**src/rtl/ibex_dummy_seed_ctrl.sv**
```systemverilog
`default_nettype none
// +----------------------------------------------------------------------------+
// | Module      : ibex_dummy_seed_ctrl                                         |
// | Description : Reseed controller for dummy-instruction insertion. Counts    |
// |               consumed dummy instructions, fetches a fresh seed from the   |
// |               entropy source and delivers it as a one-cycle strobe.        |
// | Revision    : 1.0 - initial release                                        |
// +----------------------------------------------------------------------------+
module ibex_dummy_seed_ctrl #(
  parameter int unsigned RESEED_CNT_W = 16,
  parameter int unsigned ACK_TIMEOUT  = 255
) (
  input  logic                    clk_i,
  input  logic                    rst_ni,
  input  logic                    dummy_instr_en_i,
  input  logic [RESEED_CNT_W-1:0] reseed_interval_i,
  input  logic                    reseed_force_i,
  input  logic                    insert_dummy_instr_i,
  input  logic                    id_in_ready_i,
  output logic                    edn_req_o,
  input  logic                    edn_ack_i,
  input  logic [31:0]             edn_data_i,
  output logic                    dummy_instr_seed_en_o,
  output logic [31:0]             dummy_instr_seed_o,
  output logic                    reseed_busy_o,
  output logic                    seed_err_o
);

  localparam int unsigned TIMER_W = $clog2(ACK_TIMEOUT + 1);
  localparam logic [TIMER_W-1:0] TIMER_LAST = TIMER_W'(ACK_TIMEOUT - 1);

  typedef enum logic [1:0] {
    IDLE  = 2'd0,
    REQ   = 2'd1,
    APPLY = 2'd2
  } state_e;

  state_e                  state_q, state_d;
  logic [RESEED_CNT_W-1:0] cnt_q, cnt_d;
  logic [TIMER_W-1:0]      timer_q, timer_d;
  logic [31:0]             seed_q, seed_d;
  logic                    force_pending_q, force_pending_d;
  logic                    err_q, err_d;

  logic event_seen;
  logic interval_on;
  logic interval_hit;
  logic trigger;
  logic seed_strobe;

  assign event_seen   = insert_dummy_instr_i & id_in_ready_i & dummy_instr_en_i;
  assign interval_on  = (reseed_interval_i != '0);
  // >= rather than == so lowering the interval below the count still fires
  assign interval_hit = interval_on & (cnt_q >= reseed_interval_i);
  assign trigger      = force_pending_q | reseed_force_i | interval_hit;

  always_ff @(posedge clk_i or negedge rst_ni) begin
    if (!rst_ni) begin
      state_q         <= IDLE;
      cnt_q           <= '0;
      timer_q         <= '0;
      seed_q          <= '0;
      force_pending_q <= 1'b0;
      err_q           <= 1'b0;
    end else begin
      state_q         <= state_d;
      cnt_q           <= cnt_d;
      timer_q         <= timer_d;
      seed_q          <= seed_d;
      force_pending_q <= force_pending_d;
      err_q           <= err_d;
    end
  end

  always_comb begin
    state_d         = state_q;
    cnt_d           = cnt_q;
    timer_d         = timer_q;
    seed_d          = seed_q;
    force_pending_d = force_pending_q | reseed_force_i;
    err_d           = err_q;
    edn_req_o       = 1'b0;
    seed_strobe     = 1'b0;

    unique case (state_q)
      IDLE: begin
        if (trigger) begin
          // A force arriving in the same cycle is absorbed by this request
          state_d         = REQ;
          cnt_d           = '0;
          timer_d         = '0;
          force_pending_d = 1'b0;
        end else if (event_seen && interval_on && (cnt_q != '1)) begin
          cnt_d = cnt_q + RESEED_CNT_W'(1);
        end
      end
      REQ: begin
        edn_req_o = 1'b1;
        timer_d   = timer_q + TIMER_W'(1);
        if (edn_ack_i) begin
          seed_d  = edn_data_i;
          state_d = APPLY;
        end else if (timer_q == TIMER_LAST) begin
          state_d = IDLE;
          err_d   = 1'b1;
        end
      end
      APPLY: begin
        seed_strobe = 1'b1;
        state_d     = IDLE;
      end
      default: begin
        state_d = IDLE;
      end
    endcase
  end

  assign dummy_instr_seed_en_o = seed_strobe;
  assign dummy_instr_seed_o    = seed_strobe ? seed_q : 32'h0;
  assign reseed_busy_o         = (state_q != IDLE);
  assign seed_err_o            = err_q;

endmodule
`default_nettype wire

```
**config.mk**
```make
export PLATFORM = sky130hd
export DESIGN_NAME = ibex_dummy_seed_ctrl
export DESIGN_NICKNAME = d
export VERILOG_FILES = /design/src/rtl/ibex_dummy_seed_ctrl.sv
export SDC_FILE = /design/constraint.sdc
export NUM_CORES = 1
export LEC_CHECK = 0
export BUFFER_PORTS_ARGS = -buffer_cell sky130_fd_sc_hd__buf_2
export CORE_ASPECT_RATIO = 1.5
export CORE_MARGIN = 1.5
export CORE_UTILIZATION = 36
export DETAILED_ROUTE_END_ITERATION = 8
export PLACE_DENSITY = 0.58
export SLEW_MARGIN = 40
export SYNTH_ARGS = -nofsm -noshare
export SYNTH_HDL_FRONTEND = slang
export SYNTH_SLANG_ARGS = --single-unit
```
**constraint.sdc**
```tcl
create_clock -name clk_i -period 6.1 [get_ports clk_i]
set_input_delay 0.61 -clock clk_i [delete_from_list [all_inputs] [get_ports clk_i]]
set_output_delay 0.61 -clock clk_i [all_outputs]
set_load 0.03 [all_outputs]
```
==> results of run 1 <==
[kinds of logic after synthesis]
logic type	count (synthesis)	synth area share [%]
and+or+nand+nor	127	20.9
AOI/OAI and AO/OA	61	12.3
DFF	60	43.0
buffers and inverters	40	4.98
muxes	38	12.1
adders and majority gates	19	6.80
[cell usage in the layout, fill, tap and decap left out, types with 2 or more instances in the layout]
cell type	count
nor4_2	3
nand2b_1	3
clkbuf_16	9
mux2_2	33
clkinv_2	2
nor2_1	20
nand3_1	11
and3_1	3
or3_1	6
and2_1	34
mux2i_1	5
nand4_1	11
inv_1	27
dfrtp_1	60
o2bb2ai_1	7
nor4_1	7
o21ai_0	8
a21oi_1	18
a21o_1	6
buf_2	90
buf_4	2
o21ai_1	6
nor3_1	8
ha_1	19
clkbuf_8	2
nand2_1	14
[cell type report]
class,count,area (um^2),area share (%)
clock buffers,12,256,5.90
clock inverters,4,47.5,1.09
inverters,28,105,2.42
multi-input cells,245,1820,41.9
flip-flops and latches,60,1500,34.5
well taps,112,140,3.22
repair buffers,93,477,11.0
[worst max-delay path: stages, from the launching register on]
cell and delay [ps]:
dfrtp_1 450, ha_1 350, nand4_1 150, nor4_2 330, a32oi_2 190, a31o_2 370, a21o_4 280, mux2_2 260
[flip-flops by register name, summed over array words and instances (netlist names)]
| signal | count |
|---|---|
| cnt_q | 16 |
| force_pending_q | 1 |
| seed_err_o | 1 |
| seed_q | 32 |
| state_q | 2 |
| timer_q | 8 |
[stage by stage]
step	instances	hold WS, ps	total power [uW]
after CTS	554	463	1660
after global routing	554	413	1730
after floorplan	345	314	996
after detailed placement	538	446	1140
final	554	348	1630
after global placement	538	438	1120
[power groups by stage]
stage / clock, uW / sequential, uW / combinational [uW]
after detailed placement: 0 / 601 / 537
after global placement: 0 / 594 / 528
after CTS: 521 / 596 / 539
after floorplan: 0 / 576 / 420
after global routing: 537 / 614 / 581
final: 507 / 594 / 531
[routing by layer]
metal	vias to the layer above	wire (um)	track usage (%)
li1	1421	-	-
met1	1355	3290	18.4
met2	117	4020	29.3
met3	14	600	4.44
met4	0	142	6.76
met5	-	0	0
[worst paths after layout]
check,from,endpoint,depth (start not counted)
max,cnt_q[15],timer_q[0],7
min,rst_ni,seed_q[9],2
max reg2reg,cnt_q[15],timer_q[0],7
min reg2reg,seed_err_o,seed_err_o,1
max in group asynchronous,rst_ni,cnt_q[4],2
min in group clk_i,seed_err_o,seed_err_o,1
==> impl_metrics.json, run 1 <==
{
  "yosysWarningCount": 0,
  "drive_above_1_share_pct": 34.6,
  "first_global_vias": 3044,
  "drv_cap": 0,
  "synth_nets": 419,
  "leakage_uw": 0.00211,
  "fin_crit_sh_pct": 41.0,
  "final_core_util_pct": 46.4,
  "worstMarginPinSlew_ps": 648,
  "avgSynthCellArea_um2": 10.1,
  "p_per_area_nw_per_um2": 375,
  "clock-root-buffer": "clkbuf_16",
  "io_buffers": 90,
  "yosys_register_bits": 60,
  "synth_top_area_cell": "dfrtp_1",
  "cts_setup_buffers": 0,
  "stdcell_area_um2": 4350,
  "antenna_found_initial": 0,
  "diodes": 0,
  "synth_cell_types": 50,
  "synth_ff_type": "dfrtp_1",
  "tns_ps": 0,
  "clk-insertion-delay-late_ps": 320,
  "ys_top_cells_by_count": "dfrtp_1 (60), and2_1 (34), mux2_2 (33)",
  "hold_violations": 0,
  "yosysSeqAreaShare_pct": 43.0,
  "synthCells": 345,
  "cts_sinks": 60,
  "row_count": 43,
  "cp_max_fo": 12,
  "start_util_pct": 37.3,
  "synth_edf_count": 0,
  "wl_per_cell_um": 14.5,
  "status": "completed",
  "critPathRequiredTime_ps": 6300,
  "period_minus_slack_ps": 2500,
  "place_area_um2": 4040,
  "rrSetupSlack_ps": 3600,
  "fp.dieH_um": 124,
  "switching_share_pct": 33.1,
  "first_pass_iters": 4,
  "hpwl_mm": 5.95,
  "io_pins": 91,
  "htree_levels": 3,
  "cts_made_buffers": 9,
  "p_clk_share_pct": 31.1,
  "worstPathArrival_ps": 2700,
  "p_seq_share_pct": 36.4,
  "relSlewSlack_pct": 56.4,
  "grt_pass1_wl_mm": 13.7,
  "num-fill-cells": 902,
  "post_cts_resized": 0,
  "core_area_um2": 9360,
  "p_int_uw": 1090,
  "vias": 2907,
  "maxSlewViolCount": 0,
  "setup_viol": 0,
  "nets": 511,
  "p_comb_share_pct": 32.5,
  "hold_path_class": "input port to async pin",
  "cts_buffer_depth": 2,
  "postSynth.asyncResetShare_pct": 100,
  "rsz0062_at_grt": "false",
  "cts_tree": "built",
  "finalWirelength_mm": 8.06,
  "critPathKind": "flop to flop",
  "drc": 0,
  "endpoint_kind": "flop",
  "overflow": 0,
  "synth_area_leaders": "dfrtp_1 (43%), mux2_2 (11%), ha_1 (6.8%)",
  "grt_max_degree": 61,
  "clk_pin_slew_ps": 60,
  "fmax_mhz": 400,
  "area_growth_pct": 24.4,
  "cts_hold_buffers": 0,
  "yosysMostFrequentCell": "dfrtp_1",
  "yosysTopAreaCellShare_pct": 43.0,
  "vias_per_cell": 5.25,
  "place_ws_ps": 3350,
  "gp_congestion": 0.813,
  "die_width_um": 83.4,
  "synth_area_um2": 3490,
  "initialDrtViolationCount": 112,
  "start_kind": "flop",
  "ant_nets": 0,
  "worst_clock_skew_ps": 6.23,
  "switchingPower_uw": 541,
  "track_usage_pct": 16.3,
  "setup_ws_ps": 3600,
  "dieArea_um2": 10300,
  "ir_worst_vdd_uv": 255
}
No activity file was read; power rests on OpenSTA's default activity.
==> run 2: changes to the inputs <==
--- a/config.mk
+++ b/config.mk
@@ -5,12 +5,13 @@
 export SDC_FILE = /design/constraint.sdc
 export NUM_CORES = 1
 export LEC_CHECK = 0
+export ABC_AREA = 1
 export BUFFER_PORTS_ARGS = -buffer_cell sky130_fd_sc_hd__buf_2
 export CORE_ASPECT_RATIO = 1.5
 export CORE_MARGIN = 1.5
 export CORE_UTILIZATION = 36
 export DETAILED_ROUTE_END_ITERATION = 8
-export PLACE_DENSITY = 0.58
+export PLACE_DENSITY = 0.6
 export SLEW_MARGIN = 40
 export SYNTH_ARGS = -nofsm -noshare
 export SYNTH_HDL_FRONTEND = slang
==> constraint.sdc (replaced) <==
create_clock -name clk_i -period 2 [get_ports clk_i]
set_input_delay 0.2 -clock clk_i [delete_from_list [all_inputs] [get_ports clk_i]]
set_output_delay 0.2 -clock clk_i [all_outputs]
set_load 0.03 [all_outputs]
==> run 2 against run 1 <==
Net effect: clock skew is 0.75 ps lower; clock power grew to 2.9 times the previous value; total power rose to 3.0 times the previous value; flip-flop and latch count unchanged; critical path depth increased by 4; non-clock buffer count is 26 higher; setup slack lost 3500 ps; count of clock-buffer cells in the layout decreased by 3; critical path type unchanged.
==> impl_metrics.json, run 2 <==
{
  "critPathKind": "flop to flop",
  "hp-start": "edn_ack_i",
  "status": "completed",
  "worstRegToRegCells": 11,
  "fp.dieH_um": 124,
  "layout_commonest_cell": "nand2_1",
  "setup_viol": 0,
  "postSynth.asyncResetShare_pct": 100,
  "rsz0062_at_grt": "true",
  "crit_start": "cnt_q[9]",
  "maxSlewViolCount": 0,
  "p_int_uw": 3040,
  "worstMarginPinSlew_ps": 551,
  "finalWirelength_mm": 8.14,
  "avgSynthCellArea_um2": 7.45,
  "hold_violations": 0,
  "hpwl_mm": 6.19,
  "antenna_found_initial": 0,
  "switchingPower_uw": 1780,
  "cp_slowest_cell": "dfrtp_2",
  "io_pins": 91,
  "p_per_area_nw_per_um2": 1040,
  "drive_above_1_share_pct": 27.3,
  "clock-root-buffer": "clkbuf_16",
  "initialDrtViolationCount": 107,
  "yosysMostFrequentCell": "nand2_1",
  "overflow": 0,
  "htree_levels": 3,
  "timing.rr.start": "cnt_q[9]",
  "diodes": 0,
  "first_pass_iters": 4,
  "synth_nets": 544,
  "p_comb_share_pct": 33.2,
  "track_usage_pct": 16.6,
  "grt_max_degree": 66,
  "yosysTopAreaCellShare_pct": 42.9,
  "worst_clock_skew_ps": 5.48,
  "critPathRequiredTime_ps": 2260,
  "ir_worst_vdd_uv": 558,
  "first_global_vias": 3124,
  "worstPathArrival_ps": 2130,
  "layout_common_cells": "nand2_1 (123), buf_2 (90), inv_1 (81)",
  "dieArea_um2": 10300,
  "grt_pass1_wl_mm": 13.6,
  "wl_per_cell_um": 11.5,
  "fmax_mhz": 536,
  "yosysWarningCount": 0,
  "drv_cap": 0,
  "area_growth_pct": 32.2,
  "largest_reg_flops": 32,
  "relSlewSlack_pct": 63.2,
  "crit_path_cell_trace": "ha_1 -> a21oi_1 -> o21ai_0 -> a21oi_1 -> nand2_1 -> nand2_2 -> nand2_1 -> nor2_2 -> buf_4 -> nand2_1 -> nand2_1",
  "synth_top_area_cell": "dfrtp_1",
  "gp_congestion": 0.866,
  "fin_crit_sh_pct": 93.4,
  "period_minus_slack_ps": 1870,
  "cts_sinks": 60,
  "leakage_uw": 0.00262,
  "p_seq_share_pct": 35.9,
  "row_count": 43,
  "core_area_um2": 9360,
  "cp_max_fo": 4,
  "cts_tree": "built",
  "synth_area_leaders": "dfrtp_1 (43%), nand2_1 (13%), inv_1 (8.8%)",
  "drc": 0,
  "start_kind": "flop",
  "cp_num_buf_inv": 1,
  "top_register": "seed_q",
  "yosys_register_bits": 60,
  "clk-insertion-delay-late_ps": 330,
  "yosysSeqAreaShare_pct": 42.9,
  "top_regs": "seed_q: 32 flops, cnt_q: 16 flops, timer_q: 8 flops",
  "vias": 3272,
  "p_clk_share_pct": 30.9,
  "place_ws_ps": 35.1,
  "synth_edf_count": 0,
  "synth_ff_type": "dfrtp_1",
  "r2r-end": "cnt_q[8]",
  "clk_pin_slew_ps": 50,
  "synth_area_um2": 3500,
  "cpPeakStageDelay_ps": 400,
  "path_depth": 11,
  "ant_nets": 0,
  "hold_slack_ps": 71.8,
  "hold_path_class": "input port to flop",
  "ys_top_cells_by_count": "nand2_1 (125), inv_1 (82), dfrtp_1 (60)",
  "start_util_pct": 37.4,
  "cp-endpoint": "cnt_q[8]",
  "cts_buffer_depth": 2,
  "synthCells": 470,
  "io_buffers": 90,
  "synth_cell_types": 30,
  "vias_per_cell": 4.64,
  "switching_share_pct": 36.9,
  "die_width_um": 83.5,
  "endpoint_kind": "flop",
  "cp_top_family": "simple AND/OR/NAND/NOR gates",
  "rrSetupSlack_ps": 130,
  "crit_top_cell": "nand2_1",
  "setup_ws_ps": 133,
  "cts_made_buffers": 9,
  "nets": 662
}
-- run 2: changes by cell type after synthesis, moves of 6 or more --
cell       change
or3_1          -6
nand2_1      +111
xor2_1         +8
o2bb2ai_1      -7
and2_1        -34
o21ai_0       +28
a21o_1         -6
inv_1         +55
mux2_2        -33
nor2_1        +32
nor4_1         -7
-- run 2: cell families (layout without fill, tap and decap cells) --
family,Yosys count,after routing,share of synthesized area (%)
fa+ha+maj,19,19,6.79
flops,60,60,42.9
buf+inv,98,221,10.9
xor+xnor,12,12,3.00
compound gates,56,56,8.29
simple gates,225,225,28.1
-- run 2: worst min-delay path by stage --
stage,end,slack [ps],cells after the start
3_3_place_gp,seed_q[5],230,2
4_1_cts,state_q[0],60,2
2_1_floorplan,cnt_q[0],-100,0
5_1_grt,state_q[0],70,2
3_5_place_dp,seed_q[5],230,2
6_report,state_q[0],70,2
-- run 2: power groups by stage --
stage	clock network (uW)	logic [uW]	registers (uW)
finish	1490	1600	1730
global placement	0	1580	1730
detailed placement	0	1620	1750
floorplan	0	1130	1710
global route	1600	1830	1770
CTS	1540	1620	1740
-- run 2: timing repair --
item                                    CTS  global route
gates resized for setup                   0             9
setup buffers                             0             5
hold buffers                              1             0
endpoints found under the setup margin    0            23
endpoints found under the hold margin    60             0
-- run 2: routing by layer --
layer	up-vias	part of all wire [%]	global-route usage [%]
met5	-	0	0
met4	0	3.2	9.63
met3	21	6.3	3.58
met2	106	49	29.5
met1	1449	42	18.3
li1	1696	-	-
-- run 2: area by class of cell --
type	count	area [um^2]
Tap cell	112	140
Sequential cell	60	1500
Timing Repair Buffer	119	696
Clock inverter	7	67.6
Inverter	86	327
Multi-Input combinational cell	312	1670
Fill cell	926	4730
Clock buffer	9	225
-- run 2: per-stage QoR --
step / power [uW] / instances / setup TNS, ps / utilization [%] / area [um^2]
3_3_place_gp: 3320 / 683 / 0 / 45.3 / 4240
4_1_cts: 4890 / 700 / 0 / 48.5 / 4540
5_1_grt: 5200 / 705 / -2.69 / 49.4 / 4630
6_report: 4820 / 705 / 0 / 49.4 / 4630
3_5_place_dp: 3370 / 683 / 0 / 45.3 / 4240
2_1_floorplan: 2840 / 470 / 0 / - / 3500
==> run 3: changes to the inputs <==
--- a/config.mk
+++ b/config.mk
@@ -11,6 +11,7 @@
 export CORE_MARGIN = 1.5
 export CORE_UTILIZATION = 36
 export DETAILED_ROUTE_END_ITERATION = 8
+export GPL_TIMING_DRIVEN = 0
 export PLACE_DENSITY = 0.6
 export SLEW_MARGIN = 40
 export SYNTH_ARGS = -nofsm -noshare
==> run 3 against run 2 <==
Net effect: routed wire length up 5.8%; setup slack worse by 46 ps; clock skew up 0.91 ps; register-to-register slack worse by 50 ps; flip-flop and latch count unchanged; utilization up 1.4 points; hold slack worse by 1.9 ps; die area unchanged; non-clock buffer count up 7.
==> impl_metrics.json, run 3 (synthesis gave the netlist of run 2 again) <==
{
  "cts_buffer_depth": 2,
  "die_width_um": 83.5,
  "period_minus_slack_ps": 1910,
  "p_int_uw": 3260,
  "leakage_uw": 0.00266,
  "worstPathArrival_ps": 2130,
  "top_register": "seed_q",
  "cp_top_family": "simple AND/OR/NAND/NOR gates",
  "p_seq_share_pct": 34.0,
  "overflow": 0,
  "clk_pin_slew_ps": 50,
  "num-fill-cells": 919,
  "cp_num_buf_inv": 2,
  "clock-root-buffer": "clkbuf_16",
  "io_pins": 91,
  "row_count": 43,
  "ir_worst_vdd_uv": 634,
  "cts_tree": "built",
  "grt_pass1_wl_mm": 13.9,
  "start_util_pct": 37.4,
  "cp_slowest_cell": "dfrtp_2",
  "switchingPower_uw": 1820,
  "status": "completed",
  "clk-insertion-delay-late_ps": 330,
  "p_comb_share_pct": 33.9,
  "maxSlewViolCount": 0,
  "finalWirelength_mm": 8.61,
  "cp_max_fo": 7,
  "ant_nets": 0,
  "first_global_vias": 3123,
  "hold_path_class": "input port to flop",
  "fin_crit_sh_pct": 95.6,
  "p_per_area_nw_per_um2": 1070,
  "cts_sinks": 60,
  "core_area_um2": 9360,
  "cpPeakStageDelay_ps": 430,
  "cts_made_buffers": 9,
  "hpwl_mm": 6.08,
  "gp_congestion": 0.850,
  "area_growth_pct": 36.0,
  "dieArea_um2": 10300,
  "endpoint_kind": "flop",
  "top_regs": "seed_q: 32 flops, cnt_q: 16 flops, timer_q: 8 flops",
  "drive_above_1_share_pct": 30.8,
  "rsz0062_at_grt": "true",
  "diodes": 0,
  "track_usage_pct": 16.7,
  "layout_common_cells": "nand2_1 (120), buf_2 (95), inv_1 (81)",
  "htree_levels": 3,
  "relSlewSlack_pct": 62.6,
  "start_kind": "flop",
  "setup_viol": 0,
  "antenna_found_initial": 0,
  "drc": 0,
  "hold_slack_ps": 69.9,
  "critPathKind": "flop to flop",
  "fmax_mhz": 523,
  "first_pass_iters": 4,
  "fp.dieH_um": 124,
  "worst_clock_skew_ps": 6.39,
  "switching_share_pct": 35.8,
  "worstMarginPinSlew_ps": 561,
  "p_clk_share_pct": 32.0,
  "vias_per_cell": 4.64,
  "layout_commonest_cell": "nand2_1",
  "hold_violations": 0,
  "critPathRequiredTime_ps": 2220,
  "io_buffers": 90,
  "nets": 669,
  "tns_ps": 0,
  "crit_path_cell_trace": "ha_4 -> nand2_1 -> inv_1 -> nand2_1 -> nor2_1 -> nor2_1 -> nand2_1 -> nand2_1 -> nand2_2 -> nand2_2 -> nand3_2 -> nand2_4 -> clkbuf_16 -> nand2_1 -> nand2_1",
  "vias": 3303,
  "drv_cap": 0,
  "grt_max_degree": 61,
  "crit_top_cell": "nand2_1",
  "wl_per_cell_um": 12.1,
  "largest_reg_flops": 32,
  "initialDrtViolationCount": 105
}
[run 3: area by class of cell]
class	instances	area [um^2]	area share, %
Multi-Input combinational cell	312	1730	36.4
Tap cell	112	140	2.94
Timing Repair Buffer	114	657	13.8
Clock buffer	13	280	5.89
Inverter	86	327	6.86
Sequential cell	60	1510	31.8
Clock inverter	3	42.5	0.894
Buffer	12	68.8	1.45
[run 3: final timing paths]
check | from | to | slack (ps) | depth (start not counted)
worst max-delay path | cnt_q[7] | cnt_q[1] | 90 | 15
worst min-delay path | edn_ack_i | state_q[0] | 70 | 2
worst max register to register | cnt_q[7] | cnt_q[1] | 90 | 15
worst min register to register | seed_err_o | seed_err_o | 480 | 1
max in group asynchronous | rst_ni | cnt_q[13] | 1150 | 2
min in group asynchronous | rst_ni | seed_q[9] | 410 | 2
[run 3: routing by layer]
layer  wire length (um)  vias to the layer above  track usage, %
li1                   -                     1707               -
met4                201                        0            7.99
met5                  0                        -               0
met3                532                       17            4.17
met1               3620                     1472            19.6
met2               4250                      107            28.9
[run 3: power groups by stage]
stage | registers (uW) | clock network (uW) | logic [uW]
2_1_floorplan | 1710 | 0 | 1130
3_3_place_gp | 1740 | 0 | 1560
3_5_place_dp | 1740 | 0 | 1600
4_1_cts | 1730 | 1670 | 1610
5_1_grt | 1770 | 1730 | 1950
6_report | 1730 | 1630 | 1720
[run 3: timing repair]
item | 4_1_cts | 5_1_grt
hold buffers | 1 | 0
cloned | 0 | 1
hold endpoints to repair | 60 | 0
buffers inserted | 1 | 21
pin swaps | 0 | 12
endpoints found under the setup margin | 8 | 55
gates resized for setup | 6 | 33
[run 3: through the flow]
stage,worst slack (ps),utilization (%),area (um^2),std cells,power [uW]
floorplan,108,-,3500,470,2840
global placement,-147,43.7,4090,672,3300
detailed placement,-181,43.7,4090,672,3340
CTS,2.10,47.6,4450,690,5010
global route,-33.7,50.9,4760,712,5440
finish,87.3,50.9,4760,712,5070
